$ cat src/rtl/snake_render_sched_pkg.sv
// Shared types for the snake body RAM, the render scheduler and game logic.
// A seg_t is the 11-bit record stored in each body RAM entry.
package snake_pkg;

    localparam int unsigned MAX_LEN = 64;
    localparam int unsigned AW      = 6;

    typedef enum logic [1:0] {UP, RIGHT, DOWN, LEFT} dir_t;

    typedef struct packed {
        dir_t       dir;
        logic [3:0] y;
        logic [4:0] x;
    } seg_t;

    typedef enum logic [1:0] {IDLE, READ, DRAIN} state_t;

endpackage

$ cat src/rtl/snake_render_sched_if.sv
// Body RAM read port, game-logic read port and renderer segment stream.
// The scheduler takes the master side; RAM, game logic and renderer take the slave side.
interface snake_render_sched_if #(
    parameter int unsigned AW = 6
);
    logic          mem_rd;
    logic [AW-1:0] mem_addr;
    logic [10:0]   mem_data;

    logic          game_req;
    logic [AW-1:0] game_addr;
    logic          game_gnt;
    logic          game_rvalid;

    logic [4:0]    snake_x;
    logic [3:0]    snake_y;
    logic [1:0]    snake_dir;
    logic          snake_first;
    logic          snake_last;
    logic          snake_valid;

    modport master (
        output mem_rd, mem_addr,
        input  mem_data,
        input  game_req, game_addr,
        output game_gnt, game_rvalid,
        output snake_x, snake_y, snake_dir, snake_first, snake_last, snake_valid
    );

    modport slave (
        input  mem_rd, mem_addr,
        output mem_data,
        output game_req, game_addr,
        input  game_gnt, game_rvalid,
        input  snake_x, snake_y, snake_dir, snake_first, snake_last, snake_valid
    );
endinterface

$ cat src/rtl/snake_render_sched.sv
// Per-scanline walk of the snake body ring, head to tail, one segment per cycle.
// Shares the single RAM read port with game-logic reads; the render walk has priority.
module snake_render_sched
    import snake_pkg::*;
#(
    parameter int unsigned MAX_LEN = snake_pkg::MAX_LEN,
    parameter int unsigned AW      = snake_pkg::AW
) (
    input  logic                  clk,
    input  logic                  rst_n,
    input  logic                  line_start,
    input  logic [AW-1:0]         head_ptr,
    input  logic [AW:0]           snake_len,
    snake_render_sched_if.master  bus,
    output logic                  busy,
    output logic                  overrun
);

    state_t        state_q, state_d;
    logic [AW-1:0] hp_q, hp_d;
    logic [AW:0]   n_q, n_d, i_q, i_d, n_new;

    logic          rd_tag, rd_first, rd_last;
    logic          mem_rd_c, game_gnt_c;
    logic [AW-1:0] mem_addr_c;

    logic          t1_valid_q, t1_first_q, t1_last_q;
    logic          out_valid_q, out_first_q, out_last_q;
    seg_t          out_seg_q;
    logic          game_rvalid_q, overrun_q;

    assign n_new = (snake_len > (AW+1)'(MAX_LEN)) ? (AW+1)'(MAX_LEN) : snake_len;
    assign busy  = (state_q != IDLE);

    always_comb begin
        state_d    = state_q;
        hp_d       = hp_q;
        n_d        = n_q;
        i_d        = i_q;
        rd_tag     = 1'b0;
        rd_first   = 1'b0;
        rd_last    = 1'b0;
        mem_rd_c   = 1'b0;
        mem_addr_c = '0;
        game_gnt_c = 1'b0;

        unique case (state_q)
            IDLE: begin
                if (bus.game_req && !line_start) begin
                    game_gnt_c = 1'b1;
                    mem_rd_c   = 1'b1;
                    mem_addr_c = bus.game_addr;
                end
            end
            READ: begin
                mem_rd_c   = 1'b1;
                mem_addr_c = hp_q - i_q[AW-1:0];
                rd_tag     = 1'b1;
                rd_first   = (i_q == '0);
                rd_last    = (i_q == n_q - (AW+1)'(1));
                i_d        = i_q + (AW+1)'(1);
                if (rd_last) state_d = DRAIN;
            end
            DRAIN: begin
                if (out_valid_q && out_last_q) state_d = IDLE;
            end
            default: state_d = IDLE;
        endcase

        // A new line always restarts; the read issued this cycle is untagged so it never surfaces
        if (line_start) begin
            hp_d    = head_ptr;
            n_d     = n_new;
            i_d     = '0;
            state_d = (n_new == '0) ? IDLE : READ;
            rd_tag  = 1'b0;
        end
    end

    always_ff @(posedge clk or negedge rst_n) begin
        if (!rst_n) begin
            state_q       <= IDLE;
            hp_q          <= '0;
            n_q           <= '0;
            i_q           <= '0;
            t1_valid_q    <= 1'b0;
            t1_first_q    <= 1'b0;
            t1_last_q     <= 1'b0;
            out_valid_q   <= 1'b0;
            out_first_q   <= 1'b0;
            out_last_q    <= 1'b0;
            out_seg_q     <= '0;
            game_rvalid_q <= 1'b0;
            overrun_q     <= 1'b0;
        end else begin
            state_q       <= state_d;
            hp_q          <= hp_d;
            n_q           <= n_d;
            i_q           <= i_d;
            t1_valid_q    <= rd_tag;
            t1_first_q    <= rd_first;
            t1_last_q     <= rd_last;
            // Stage-1 tag belongs to the abandoned walk when a new line starts
            out_valid_q   <= t1_valid_q && !line_start;
            out_first_q   <= t1_first_q && !line_start;
            out_last_q    <= t1_last_q && !line_start;
            if (t1_valid_q) out_seg_q <= seg_t'(bus.mem_data);
            game_rvalid_q <= game_gnt_c;
            overrun_q     <= line_start && busy;
        end
    end

    assign bus.mem_rd      = mem_rd_c;
    assign bus.mem_addr    = mem_addr_c;
    assign bus.game_gnt    = game_gnt_c;
    assign bus.game_rvalid = game_rvalid_q;
    assign bus.snake_x     = out_seg_q.x;
    assign bus.snake_y     = out_seg_q.y;
    assign bus.snake_dir   = out_seg_q.dir;
    assign bus.snake_first = out_first_q;
    assign bus.snake_last  = out_last_q;
    assign bus.snake_valid = out_valid_q;
    assign overrun         = overrun_q;

endmodule

$ cat src/flat_wrapper.sv
// flat-port wrapper written by rule: the top's interface ports become plain ports
module snake_render_sched_flat import snake_pkg::*;
#(
    parameter int unsigned MAX_LEN = snake_pkg::MAX_LEN,
    parameter int unsigned AW      = snake_pkg::AW
)
  (clk, rst_n, line_start, head_ptr, snake_len, busy, overrun, bus_mem_rd, bus_mem_addr, bus_mem_data, bus_game_req, bus_game_addr, bus_game_gnt, bus_game_rvalid, bus_snake_x, bus_snake_y, bus_snake_dir, bus_snake_first, bus_snake_last, bus_snake_valid);
  snake_render_sched_if #(.AW(AW)) bus_i ();
  input  logic clk;
  input  logic rst_n;
  input  logic line_start;
  input  logic [AW-1:0] head_ptr;
  input  logic [AW:0] snake_len;
  output logic busy;
  output logic overrun;
  output wire logic [$bits(bus_i.mem_rd)-1:0] bus_mem_rd;
  output wire logic [$bits(bus_i.mem_addr)-1:0] bus_mem_addr;
  input wire logic [$bits(bus_i.mem_data)-1:0] bus_mem_data;
  input wire logic [$bits(bus_i.game_req)-1:0] bus_game_req;
  input wire logic [$bits(bus_i.game_addr)-1:0] bus_game_addr;
  output wire logic [$bits(bus_i.game_gnt)-1:0] bus_game_gnt;
  output wire logic [$bits(bus_i.game_rvalid)-1:0] bus_game_rvalid;
  output wire logic [$bits(bus_i.snake_x)-1:0] bus_snake_x;
  output wire logic [$bits(bus_i.snake_y)-1:0] bus_snake_y;
  output wire logic [$bits(bus_i.snake_dir)-1:0] bus_snake_dir;
  output wire logic [$bits(bus_i.snake_first)-1:0] bus_snake_first;
  output wire logic [$bits(bus_i.snake_last)-1:0] bus_snake_last;
  output wire logic [$bits(bus_i.snake_valid)-1:0] bus_snake_valid;
  assign bus_mem_rd = bus_i.mem_rd;
  assign bus_mem_addr = bus_i.mem_addr;
  assign bus_i.mem_data = bus_mem_data;
  assign bus_i.game_req = bus_game_req;
  assign bus_i.game_addr = bus_game_addr;
  assign bus_game_gnt = bus_i.game_gnt;
  assign bus_game_rvalid = bus_i.game_rvalid;
  assign bus_snake_x = bus_i.snake_x;
  assign bus_snake_y = bus_i.snake_y;
  assign bus_snake_dir = bus_i.snake_dir;
  assign bus_snake_first = bus_i.snake_first;
  assign bus_snake_last = bus_i.snake_last;
  assign bus_snake_valid = bus_i.snake_valid;
  snake_render_sched #(.MAX_LEN(MAX_LEN), .AW(AW)) u_core (.clk(clk), .rst_n(rst_n), .line_start(line_start), .head_ptr(head_ptr), .snake_len(snake_len), .bus(bus_i), .busy(busy), .overrun(overrun));
endmodule
$ cat config.mk
export PLATFORM = sky130hd
export DESIGN_NAME = snake_render_sched_flat
export DESIGN_NICKNAME = d
export VERILOG_FILES = /design/src/rtl/snake_render_sched_pkg.sv /design/src/rtl/snake_render_sched_if.sv /design/src/rtl/snake_render_sched.sv /design/src/flat_wrapper.sv
export SDC_FILE = /design/constraint.sdc
export NUM_CORES = 1
export LEC_CHECK = 0
export CAP_MARGIN = 20
export CORE_UTILIZATION = 51
export DETAILED_ROUTE_END_ITERATION = 10
export PLACE_DENSITY = 0.84
export SKIP_LAST_GASP = 1
export SLEW_MARGIN = 25
export SYNTH_ARGS = -nofsm -noshare
export SYNTH_HDL_FRONTEND = slang
export SYNTH_SLANG_ARGS = --single-unit
$ cat constraint.sdc
create_clock -name clk -period 4.6 [get_ports clk]
set_input_delay 0.92 -clock clk [delete_from_list [all_inputs] [get_ports clk]]
set_output_delay 0.92 -clock clk [all_outputs]
set_load 0.02 [all_outputs]
# Word-level counts from Yosys, hierarchy flattened
# Cells that the tools add are included.
# word_totals
ff_bits,41
inputBits,34
out_inout_bits,25
wordCells,55
# classes
add_sub_neg,3
n_lt_le_gt_ge,1
eq_ne,6
mux,17
n_reduce_logical,13
# ops
cell,count
$mux W7,3
$logic_not A7 Y1,2
$pmux W6 S2,1
$add A7 B1 Y7 const B,1
$eq A7 B7 Y1,1
$gt A7 B7 Y1 const B,1
$mux W1,7
$sub A7 B1 Y7 const B,1
$logic_and A1 B1 Y1,6
$mux W2,3
$mux W6,1
$ne A3 B2 Y1 const B,2
$pmux W2 S3,1
$sub A6 B6 Y6,1
$reduce_bool A2 Y1,2
$reduce_and A3 Y1,1
$eq A2 B1 Y1 const B,1
$eq A2 B2 Y1 const B,1
$logic_not A2 Y1,1
$ne A2 B2 Y1 const B,1
$pmux W1 S2,1
$logic_not A1 Y1,1

# Depth between registers and ports, before layout
# logic_depth
ltp_word,5
mapped_depth,8
mapped_depth_nobuf,8

# Least setup slack after synthesis
# Ideal clock, no wire load.
# synth_timing
path_type,input port to output port
start,in line_start
end,out bus_mem_addr[2]
arrival_ps,2137
t_required_ps,3680
setup_slack_ps,1543
cell_stages,4
n_path_buf,1
path_cell_list,clkbuf_1 -> nor3b_2 -> a22oi_1 -> nor2_1
# synth_via
elab_chain_len,4
# synth_rtl
element,line_no,rtl
from (decl),flat_wrapper.sv:11,input logic line_start;
$logic_not A1 Y1,snake_render_sched.sv:49,if (bus.game_req && !line_start) begin
$logic_and A1 B1 Y1,snake_render_sched.sv:49,
$mux W6,snake_render_sched.sv:49,
$pmux W6 S2,snake_render_sched.sv:47,unique case (state_q)
to (decl),flat_wrapper.sv:17,output wire logic [$bits(bus_i.mem_addr)-1:0] bus_mem_addr;
# Every way passes these cells.

# Final worst setup path
# layout_timing
start,in bus_game_req
end,out bus_mem_addr[2]
# layout_via
elab_chain_len,3
# layout_rtl
element,line_no,rtl
from (decl),flat_wrapper.sv:19,input wire logic [$bits(bus_i.game_req)-1:0] bus_game_req;
$logic_and A1 B1 Y1,snake_render_sched.sv:49,
$mux W6,snake_render_sched.sv:49,
$pmux W6 S2,snake_render_sched.sv:47,
# Every way passes these cells.

==> flow_summary.ini <==
[global_route]
grt.total_usage_pct = 21.98
grt_max_degree = 42
grt_pass1_wl_um = 7065
gr-total-overflow = 0
grt_pass1_vias = 1647
antenna_found_initial = 0

[clock_tree]
clk_pin_slew_worst_paths_ns = 0.08
cts_hold_buf = 0
clk_path_buf_depth = 2
worst_skew_pair.late_latency_ns = 0.29
cts_root_buffer = clkbuf_8
cts_sinks = 41
cts_made_buffers = 5
cts_tree = done
cts.repair.resized = 0
post-cts-setup-buffers = 0
h-tree-depth = 2

[drt]
wl_per_cell_um = 14.09
dr.pass1.iters = 4
via_count = 1659
antenna_left = 0
drt_iter0_markers = 44
drc = 0
routed_wl_um = 4355
via_per_inst = 5.369

[critical_path]
cp-start-kind = input pin
required_ns = 3.68
slowest_delay_ns = 0.60
rrSetupSlack_ns = 2.55
arrival_ns = 2.71
crit_chain = clkdlybuf4s50_1 > nor3b_2 > a22oi_1 > nor2_1 > clkdlybuf4s50_1
cp-end-kind = primary output
path_common_cell = clkdlybuf4s50_1
cp_slowest_cell = clkdlybuf4s50_1
worst_r2r_path_depth = 7
path_delay_family = buffers and inverters
cp_max_fo = 9
path_depth = 5
path_class = in2out
cp.buffers_inverters = 2

[synth]
syn_area_um2 = 2121
yosys_warnings = 0
synthCells = 200
ys_seq_area_share_pct = 48.38
synthDistinctLibCells = 41
syn_avg_cell_area_um2 = 10.60
syn_nets = 243
ys_seq_elements = 41

[floorplan]
io_pins = 59
die-height_um = 66.49
core_area_um2 = 4000
die-width_um = 66.49
placementRows = 23
initial_core_util_pct = 53.02
die-area_um2 = 4420

[power]
sw_frac_of_total_pct = 26.99
irDropWorstVdd_mv = 0.2088
leakagePower_nw = 1.211
p_sw_uw = 279.4
combPwrFrac_pct = 26.5
p_int_uw = 756.0
power_density_nw_per_um2 = 360.7
p_clk_share_pct = 32.8
p_seq_share_pct = 40.8

[min_path]
hold_depth = 1
holdCritPathClass = reg2reg

[layout]
layout_common_cells = clkdlybuf4s50_1, dfrtp_1, mux2_2
area_growth_pct = 35.34
fillers = 305
multi_input_area_um2 = 1012
final_common_cell = clkdlybuf4s50_1
final_cells = 309
antenna_cells = 0
seqCellArea_um2 = 1026
post-route-util_pct = 71.75
drive_gt1_share_pct = 11.97
final_nets = 301

[run]
cap_violations = 0

[timing]
slew_viol_final = 0
max_freq_mhz = 275.8
setup_violations = 0
worst_pin_slew_ns = 0.8876
maxSlewHeadroom_pct = 40.82
finClkSkew_ns = 0.003724
tns_ns = 0
period_share_pct = 78.82
fin_crit_ns = 3.626
hold_viol = 0
rsz0062_at_grt = false

[outcome]
status = finished, final reports clean

[placement]
dp_hpwl_um = 3102
dp.cells = 301
gp_congestion = 0.7385
port_buffers = 58
[synth_stat cells]
master	instances	area (um^2)
ha_1	8	100.1
xor2_1	7	61.31
a22oi_1	1	7.510
nand2b_1	3	18.77
a211oi_2	1	12.51
nor2b_1	4	25.02
o31ai_1	1	7.510
nor3b_2	1	12.51
a21o_1	3	22.52
inv_1	14	52.55
a21oi_1	8	40.04
or4_1	1	7.510
a22o_1	2	17.52
or2_2	1	6.260
o21ai_1	2	10.01
nand4_1	3	18.77
fa_1	1	20.02
nor2_1	11	41.29
or2_1	1	6.260
or3_1	4	25.02
mux2i_1	1	10.01
o211ai_1	1	7.510
a211oi_1	2	15.01
and2_1	1	6.260
nand3_1	1	5.000
buf_1	2	7.510
and3b_1	1	8.760
nand2_1	12	45.04
nor4_1	3	18.77
o21ai_0	11	55.05
xnor2_1	9	78.83
and3_1	1	6.260
o22a_1	1	8.760
clkbuf_1	6	22.52
dfrtp_1	41	1026
a2111o_1	1	11.26
nor3_1	4	20.02
or3_4	1	11.26
mux2_2	17	191.4
nand3b_1	6	45.04
nor3b_1	1	7.510
[worst reg2reg max path: stages, from the launching register on]
cell and delay (ns):
dfrtp_1 0.44, inv_1 0.09, ha_1 0.25, nand2b_1 0.15
or4_1 0.40, a211oi_1 0.23, o31ai_1 0.13, a22o_1 0.25
[state kept, by name, indices dropped and copies added, names as in the netlist]
signal,count
u_core.t1_valid_q,1
u_core.bus.snake_x,5
u_core.n_q,7
u_core.bus.snake_first,1
u_core.state_q,2
u_core.hp_q,6
u_core.i_q,7
u_core.bus.snake_last,1
u_core.bus.game_rvalid,1
u_core.overrun,1
u_core.t1_last_q,1
u_core.bus.snake_dir,2
u_core.t1_first_q,1
u_core.bus.snake_valid,1
u_core.bus.snake_y,4
[final timing paths]
kind | endpoint | start
max | bus_mem_addr[2] | bus_game_req
min | u_core.bus.snake_last$_DFF_PN0_ | u_core.t1_last_q$_DFF_PN0_
max reg2reg | u_core.state_q[0]$_DFFE_PN0P_ | u_core.n_q[0]$_DFFE_PN0P_
min reg2reg | u_core.bus.snake_last$_DFF_PN0_ | u_core.t1_last_q$_DFF_PN0_
max in group asynchronous | u_core.n_q[6]$_DFFE_PN0P_ | rst_n
min in group asynchronous | u_core.n_q[5]$_DFFE_PN0P_ | rst_n
[cells by family after synthesis]
logic type,count (synthesis),synth area share [%]
AO/OA/AOI/OAI,34,10.15
AND/OR/NAND/NOR,60,15.81
multiplexers,18,9.498
flip-flops,41,48.38
XOR/XNOR,16,6.608
adder cells (fa/ha/maj),9,5.664
buffers and inverters,22,3.894
[per-stage QoR]
stage                     total power [mW]  hold WS [ns]  area (um^2)  worst slack, ns
final                                1.035        0.4779         2870           0.9744
after floorplan                     0.5775        0.4385         2121            1.543
after global placement              0.6946        0.4457         2736            1.026
after detailed placement            0.7027        0.4680         2736           0.9832
after global routing                 1.092        0.5154         2870           0.8543
after CTS                            1.045        0.4860         2870           0.9795
[power groups by stage]
stage          Clock (mW)  Sequential [mW]  Combinational [mW]
5_1_grt             0.365            0.427               0.300
6_report            0.339            0.422               0.274
4_1_cts             0.345            0.422               0.277
2_1_floorplan           0            0.446               0.132
3_3_place_gp            0            0.427               0.268
3_5_place_dp            0            0.430               0.273
[per-layer routing]
layer | up-vias | track usage [%] | share of wire [%]
li1 | 808 | - | -
met1 | 785 | 24.00 | 42
met2 | 56 | 39.16 | 50
met3 | 10 | 5.993 | 5.9
met4 | 0 | 10.37 | 2.2
met5 | - | 0 | 0
[area by class of cell]
cell class                 instances  area share [%]
tap                               50           2.180
multi-input combinational        137           35.27
clock inverter                     3           2.267
sequential                        41           35.75
inverter                          14           1.831
clock buffer                       5           2.398
timing repair buffer              59           20.31
Note: power is estimated with default switching activity, not from simulation.
